$ cat config.mk
export PLATFORM = sky130hd
export DESIGN_NAME = reset_sequencer
export DESIGN_NICKNAME = d
export VERILOG_FILES = /design/src/rtl/reset_sequencer.sv
export SDC_FILE = /design/constraint.sdc
export NUM_CORES = 1
export LEC_CHECK = 0
export CAP_MARGIN = 30
export CORE_MARGIN = 3
export CORE_UTILIZATION = 38
export DETAILED_ROUTE_END_ITERATION = 16
export PLACE_DENSITY = 0.62
export SYNTH_ARGS = -nofsm -noshare
export SYNTH_HDL_FRONTEND = slang
export SYNTH_SLANG_ARGS = --single-unit
$ cat constraint.sdc
create_clock -name clk -period 1.8 [get_ports clk]
set_clock_uncertainty 0.1 [all_clocks]
set_input_delay 0.36 -clock clk [delete_from_list [all_inputs] [get_ports clk]]
set_output_delay 0.36 -clock clk [all_outputs]
set_load 0.01 [all_outputs]
$ cat src/rtl/reset_sequencer.sv
// Reset root: synchronizes rst_in deassertion, holds, then releases rst_out[0..N_OUT-1] in order.
// Release of bit k lands N_STAGE+1+HOLD_CYCLES+k*STEP_CYCLES edges after rst_in is first sampled low.
module reset_sequencer #(
    parameter int N_STAGE     = 4,
    parameter int N_OUT       = 4,
    parameter int HOLD_CYCLES = 16,
    parameter int STEP_CYCLES = 8
) (
    input  logic             clk,
    input  logic             rst_in,
    input  logic             sw_rst_req,
    output logic [N_OUT-1:0] rst_out,
    output logic             seq_done
);

    localparam int MAX_CNT = (HOLD_CYCLES > STEP_CYCLES) ? HOLD_CYCLES : STEP_CYCLES;
    localparam int CNT_W   = $clog2(MAX_CNT + 1);
    localparam int IDX_W   = $clog2(N_OUT + 1);

    typedef enum logic [1:0] {
        ST_RESET   = 2'd0,
        ST_HOLD    = 2'd1,
        ST_RELEASE = 2'd2,
        ST_DONE    = 2'd3
    } state_t;

    logic [N_STAGE-1:0] r_sync;
    logic               w_rst_sync;

    state_t             r_state, w_state_nxt;
    logic [CNT_W-1:0]   r_cnt, w_cnt_nxt;
    logic [IDX_W-1:0]   r_idx, w_idx_nxt;
    logic [N_OUT-1:0]   r_rst_out, w_rst_out_nxt;
    logic               r_done, w_done_nxt;

    // Deassertion-only synchronizer: every stage is set asynchronously by rst_in.
    always_ff @(posedge clk or posedge rst_in) begin
        if (rst_in) begin
            r_sync <= '1;
        end else begin
            r_sync <= {r_sync[N_STAGE-2:0], 1'b0};
        end
    end

    assign w_rst_sync = r_sync[N_STAGE-1];

    always_ff @(posedge clk or posedge rst_in) begin
        if (rst_in) begin
            r_state   <= ST_RESET;
            r_cnt     <= '0;
            r_idx     <= '0;
            r_rst_out <= '1;
            r_done    <= 1'b0;
        end else begin
            r_state   <= w_state_nxt;
            r_cnt     <= w_cnt_nxt;
            r_idx     <= w_idx_nxt;
            r_rst_out <= w_rst_out_nxt;
            r_done    <= w_done_nxt;
        end
    end

    always_comb begin
        w_state_nxt   = r_state;
        w_cnt_nxt     = r_cnt;
        w_idx_nxt     = r_idx;
        w_rst_out_nxt = r_rst_out;
        w_done_nxt    = r_done;

        case (r_state)
            ST_RESET: begin
                if (!w_rst_sync) begin
                    w_state_nxt = ST_HOLD;
                    w_cnt_nxt   = '0;
                end
            end

            ST_HOLD: begin
                if (sw_rst_req) begin
                    w_state_nxt   = ST_HOLD;
                    w_cnt_nxt     = '0;
                    w_idx_nxt     = '0;
                    w_rst_out_nxt = '1;
                    w_done_nxt    = 1'b0;
                end else if (r_cnt == CNT_W'(HOLD_CYCLES - 1)) begin
                    w_rst_out_nxt[0] = 1'b0;
                    w_cnt_nxt        = '0;
                    w_idx_nxt        = IDX_W'(1);
                    if (N_OUT == 1) begin
                        w_state_nxt = ST_DONE;
                        w_done_nxt  = 1'b1;
                    end else begin
                        w_state_nxt = ST_RELEASE;
                    end
                end else begin
                    w_cnt_nxt = r_cnt + CNT_W'(1);
                end
            end

            ST_RELEASE: begin
                if (sw_rst_req) begin
                    w_state_nxt   = ST_HOLD;
                    w_cnt_nxt     = '0;
                    w_idx_nxt     = '0;
                    w_rst_out_nxt = '1;
                    w_done_nxt    = 1'b0;
                end else if (r_cnt == CNT_W'(STEP_CYCLES - 1)) begin
                    // Only the bit at r_idx may clear, which keeps release strictly in index order.
                    for (int k = 0; k < N_OUT; k++) begin
                        if (r_idx == IDX_W'(k)) begin
                            w_rst_out_nxt[k] = 1'b0;
                        end
                    end
                    w_cnt_nxt = '0;
                    w_idx_nxt = r_idx + IDX_W'(1);
                    if (r_idx == IDX_W'(N_OUT - 1)) begin
                        w_state_nxt = ST_DONE;
                        w_done_nxt  = 1'b1;
                    end
                end else begin
                    w_cnt_nxt = r_cnt + CNT_W'(1);
                end
            end

            ST_DONE: begin
                if (sw_rst_req) begin
                    w_state_nxt   = ST_HOLD;
                    w_cnt_nxt     = '0;
                    w_idx_nxt     = '0;
                    w_rst_out_nxt = '1;
                    w_done_nxt    = 1'b0;
                end
            end

            default: begin
                w_state_nxt = ST_RESET;
            end
        endcase
    end

    assign rst_out  = r_rst_out;
    assign seq_done = r_done;

endmodule

==> results by group <==
Pwr
  • Power share of the sequential group: 33.1%
  • Power per standard cell area: roughly 1100 nW/µm²
  • Internal Power: 1034 µW
  • Part of the total power dissipated in combinational logic: between 50% and 60%
  • Clock power frac: around 14%
  • P_leak: between 0.0006 and 0.0007 µW
  • Switching portion of total power: 38.87%
  • Switching component of the power: ~660 µW
  • Total power consumption of the routed design: about 1700 µW
  • Max rail drop VDD: around 0.00063 V

Floorplan
  • Die area: 3682 µm²
  • Initial Util: 40.50%
  • Die boundary height: a little over 60 µm
  • Area of the placeable core: roughly 2800 µm²
  • Number of top-level pins: 8
  • Die width: roughly 61 µm
  • Row count: 19

Clock tree
  • Sink Count: 19
  • Post-CTS clock slew at the launch and capture registers of the worst setup and hold paths: roughly 0.12 ns
  • Number of buffers added by the clock tree synthesis step: 3
  • Skew-Pair Late Insertion Delay: slightly above 0.3 ns
  • Buffers from clock root to sink, at most: 2
  • CTS tree: yes
  • Maximum level of the CTS H-tree: 1
  • Root buffer cell: sky130_fd_sc_hd__clkbuf_4

Job
  • Max-capacitance violation count: 0

Synthesis
  • Share of the yosys chip area belonging to registers: 42.73%
  • Cell count after synthesis: ~110
  • Yosys warning total: 0
  • Mapped cell area: ~1100 µm²
  • Most common library cells after synthesis: 12 x sky130_fd_sc_hd__ha_1, 11 x sky130_fd_sc_hd__dfrtp_1, 10 x sky130_fd_sc_hd__inv_1, 10 x sky130_fd_sc_hd__nand2_1
  • Library cell with the highest instance count after synthesis: sky130_fd_sc_hd__ha_1
  • Area fraction of the dominant cell type after synthesis: between 20% and 30%
  • Largest cells by area after synthesis: sky130_fd_sc_hd__dfrtp_1 24%, sky130_fd_sc_hd__dfstp_2 19%, sky130_fd_sc_hd__ha_1 13%, sky130_fd_sc_hd__inv_1 3.3%, sky130_fd_sc_hd__nand2_1 3.3%
  • Flip-flop cell with the highest count after synthesis: sky130_fd_sc_hd__dfrtp_1
  • Count of state elements after synthesis: 19
  • Mapped Nets: 129
  • Proportion of register bits with asynchronous set or reset after synthesis: 100.0%
  • Number of enable-type register cells in the synthesized netlist: 0
  • Yosys cell types: 34
  • Largest area contributor in the netlist: sky130_fd_sc_hd__dfrtp_1
  • Mean instance size in the synthesized netlist: 9.966 µm²

Placement
  • Final HPWL DP: approximately 1900 µm
  • Instance area at placement: 1394 µm²
  • Count of port buffers added during placement: 7
  • Worst Setup Slack post-DPL: -0.2694 ns
  • Global placer's final weighted congestion: ~0.84

Worst setup path
  • Data arrival time of the critical path: between 1.5 and 2 ns
  • Type of the worst setup path: flop to flop
  • CP required: 1.91 ns
  • Critical path peak fanout: 5
  • Nature of the critical path endpoint: flop
  • Critical path launch point type: flop

GRT
  • Combined global-route utilization of all metal layers: 16.24%
  • Number of antenna violations at the first check in global routing: 0
  • Largest net degree at the start of global routing: 20
  • Gr ovfl total: 0
  • Number of global-route vias before repair: 963
  • Global-route wire length before repair: between 4000 and 5000 µm

Finish
  • Ant diodes: 0
  • Ratio of cells with drive above 1 in the final layout: roughly 37%
  • Final core occ: a little over half
  • Area growth from synthesis to layout: 33.48%
  • NumNets Final: between 150 and 200
  • Post-route standard cell area excluding fillers: between 1500 and 2000 µm²
  • Number of fill cells in the layout: between 200 and 300

Detailed routing
  • Antenna viol nets, final: 0
  • Overall via count from detail_route: between 900 and 1000
  • Post-detailed-routing wire length: ~2500 µm
  • Length of the first detailed-routing pass in iterations: 4
  • DRC: 0
  • Detail-routed net length per standard cell: about 14 µm
  • Iteration-0 DRC Markers: 20
  • Average vias per placed instance: between 5 and 6

STA
  • Total setup violations reported at the end of the flow: 0
  • Final Hold Violating Endpoints: 0
  • Final period demand of the worst path: between 1.5 and 2 ns
  • Total negative setup slack: 0 ns
  • Least setup slack across all paths after layout: ~0.0013 ns
  • Setup repair after global routing missed its margin: yes
  • Final critical-path share of the clock period: 99.93%
  • Number of max-slew violations in the final report: 0
  • Max Freq: 0.5560 GHz

Worst hold path
  • Tightest Hold Check Type: primary input to asynchronous set/reset pin

Status
  • Status: finished, final reports clean
==> power by group through the flow <==
stage               sequential [µW]  clock, µW  combinational [µW]
CTS                             559        248                 855
detailed placement              567          0                 805
global route                    567        259                 983
finish                          559        235                 897
global placement                563          0                 785
floorplan                       565          0                 496
==> path summary, 6_finish.rpt <==
path | start | end | slack [ns] | cells past startpoint
worst max-delay path | r_cnt[1]$_DFFE_PP0P_ | r_idx[2]$_DFFE_PP0P_ | 0.001 | 8
worst min-delay path | rst_in | r_cnt[1]$_DFFE_PP0P_ | 0.25 | 3
worst max register to register | r_cnt[1]$_DFFE_PP0P_ | r_idx[2]$_DFFE_PP0P_ | 0.001 | 8
worst min register to register | r_sync[1]$_DFF_PP1_ | r_sync[2]$_DFF_PP1_ | 0.26 | 0
max in group asynchronous | rst_in | rst_out[0]$_DFFE_PP1P_ | 1.08 | 3
min in group clk | r_sync[1]$_DFF_PP1_ | r_sync[2]$_DFF_PP1_ | 0.26 | 0
==> per-layer routing <==
metal | global-route usage, % | vias to the layer above | part of all wire (%) | routed length (µm)
met5 | 0 | - | 0 | 0
met4 | 5.573 | 0 | 2.1 | 54
met3 | 3.404 | 6 | 2.4 | 60
met2 | 27.02 | 11 | 49 | 1243
met1 | 20.95 | 436 | 47 | 1190
li1 | - | 462 | - | -
==> flip-flops by register name (all words and copies together) (netlist names) <==
name / flops
r_cnt: 5
rst_out: 4
seq_done: 1
r_sync: 4
r_idx: 3
r_state: 2
==> through the flow <==
stage / instances / hold slack [ns]
final: 176 / 0.2528
after global routing: 176 / 0.2704
after CTS: 176 / 0.2452
after detailed placement: 168 / 0.2473
after global placement: 168 / 0.2457
after floorplan: 114 / 0.2052
==> area by class of cell <==
type / instances / area, µm² / area share (%)
multi-input cells: 83 / 689.4 / 45.46
clock buffers: 3 / 22.52 / 1.485
flip-flops and latches: 19 / 486.7 / 32.10
well taps: 31 / 38.79 / 2.558
repair buffers: 29 / 234.0 / 15.43
clock inverters: 1 / 7.507 / 0.4951
inverters: 10 / 37.54 / 2.475
==> critical path: stages (launching register included) <==
cell and delay [ns]:
sky130_fd_sc_hd__dfrtp_1 0.41, sky130_fd_sc_hd__ha_4 0.15, sky130_fd_sc_hd__nand3_2 0.08, sky130_fd_sc_hd__inv_2 0.08
sky130_fd_sc_hd__ha_4 0.13, sky130_fd_sc_hd__nor3b_4 0.04, sky130_fd_sc_hd__a21o_4 0.22, sky130_fd_sc_hd__nor3_4 0.16
sky130_fd_sc_hd__mux2_4 0.32
==> logic make-up (layout without fill, tap and decap cells) <==
family	Yosys count	count (layout)	share of synthesized area, %
other	1	1	0.3301
adders and majority gates	12	12	13.22
AOI/OAI and AO/OA	26	26	15.86
and+or+nand+nor	40	40	19.83
buffers and inverters	12	43	4.075
muxes	4	4	3.964
DFF	19	19	42.73
==> cell usage in the layout (no fill, tap or decap), drive strengths merged, types with 3 or more instances in the layout <==
master	n
clkdlybuf4s50	3
inv	10
o21ai	7
ha	12
a21oi	4
nand3b	3
nor2	8
a21o	5
dfrtp	11
buf	22
mux2i	3
clkbuf	3
dfstp	8
nand2	10
nand3	4
nor2b	4
dlygate4sd2	4
nor3	3
==> timing repair <==
item / in CTS / in global routing
setup buffers: 4 / 0
gates resized for setup: 11 / 9
hold buffers: 0 / 0
endpoints found under the hold margin: 0 / 0
pin swaps: 1 / 1
setup endpoints to repair: 12 / 11
Note: power is estimated with default switching activity, not from simulation.
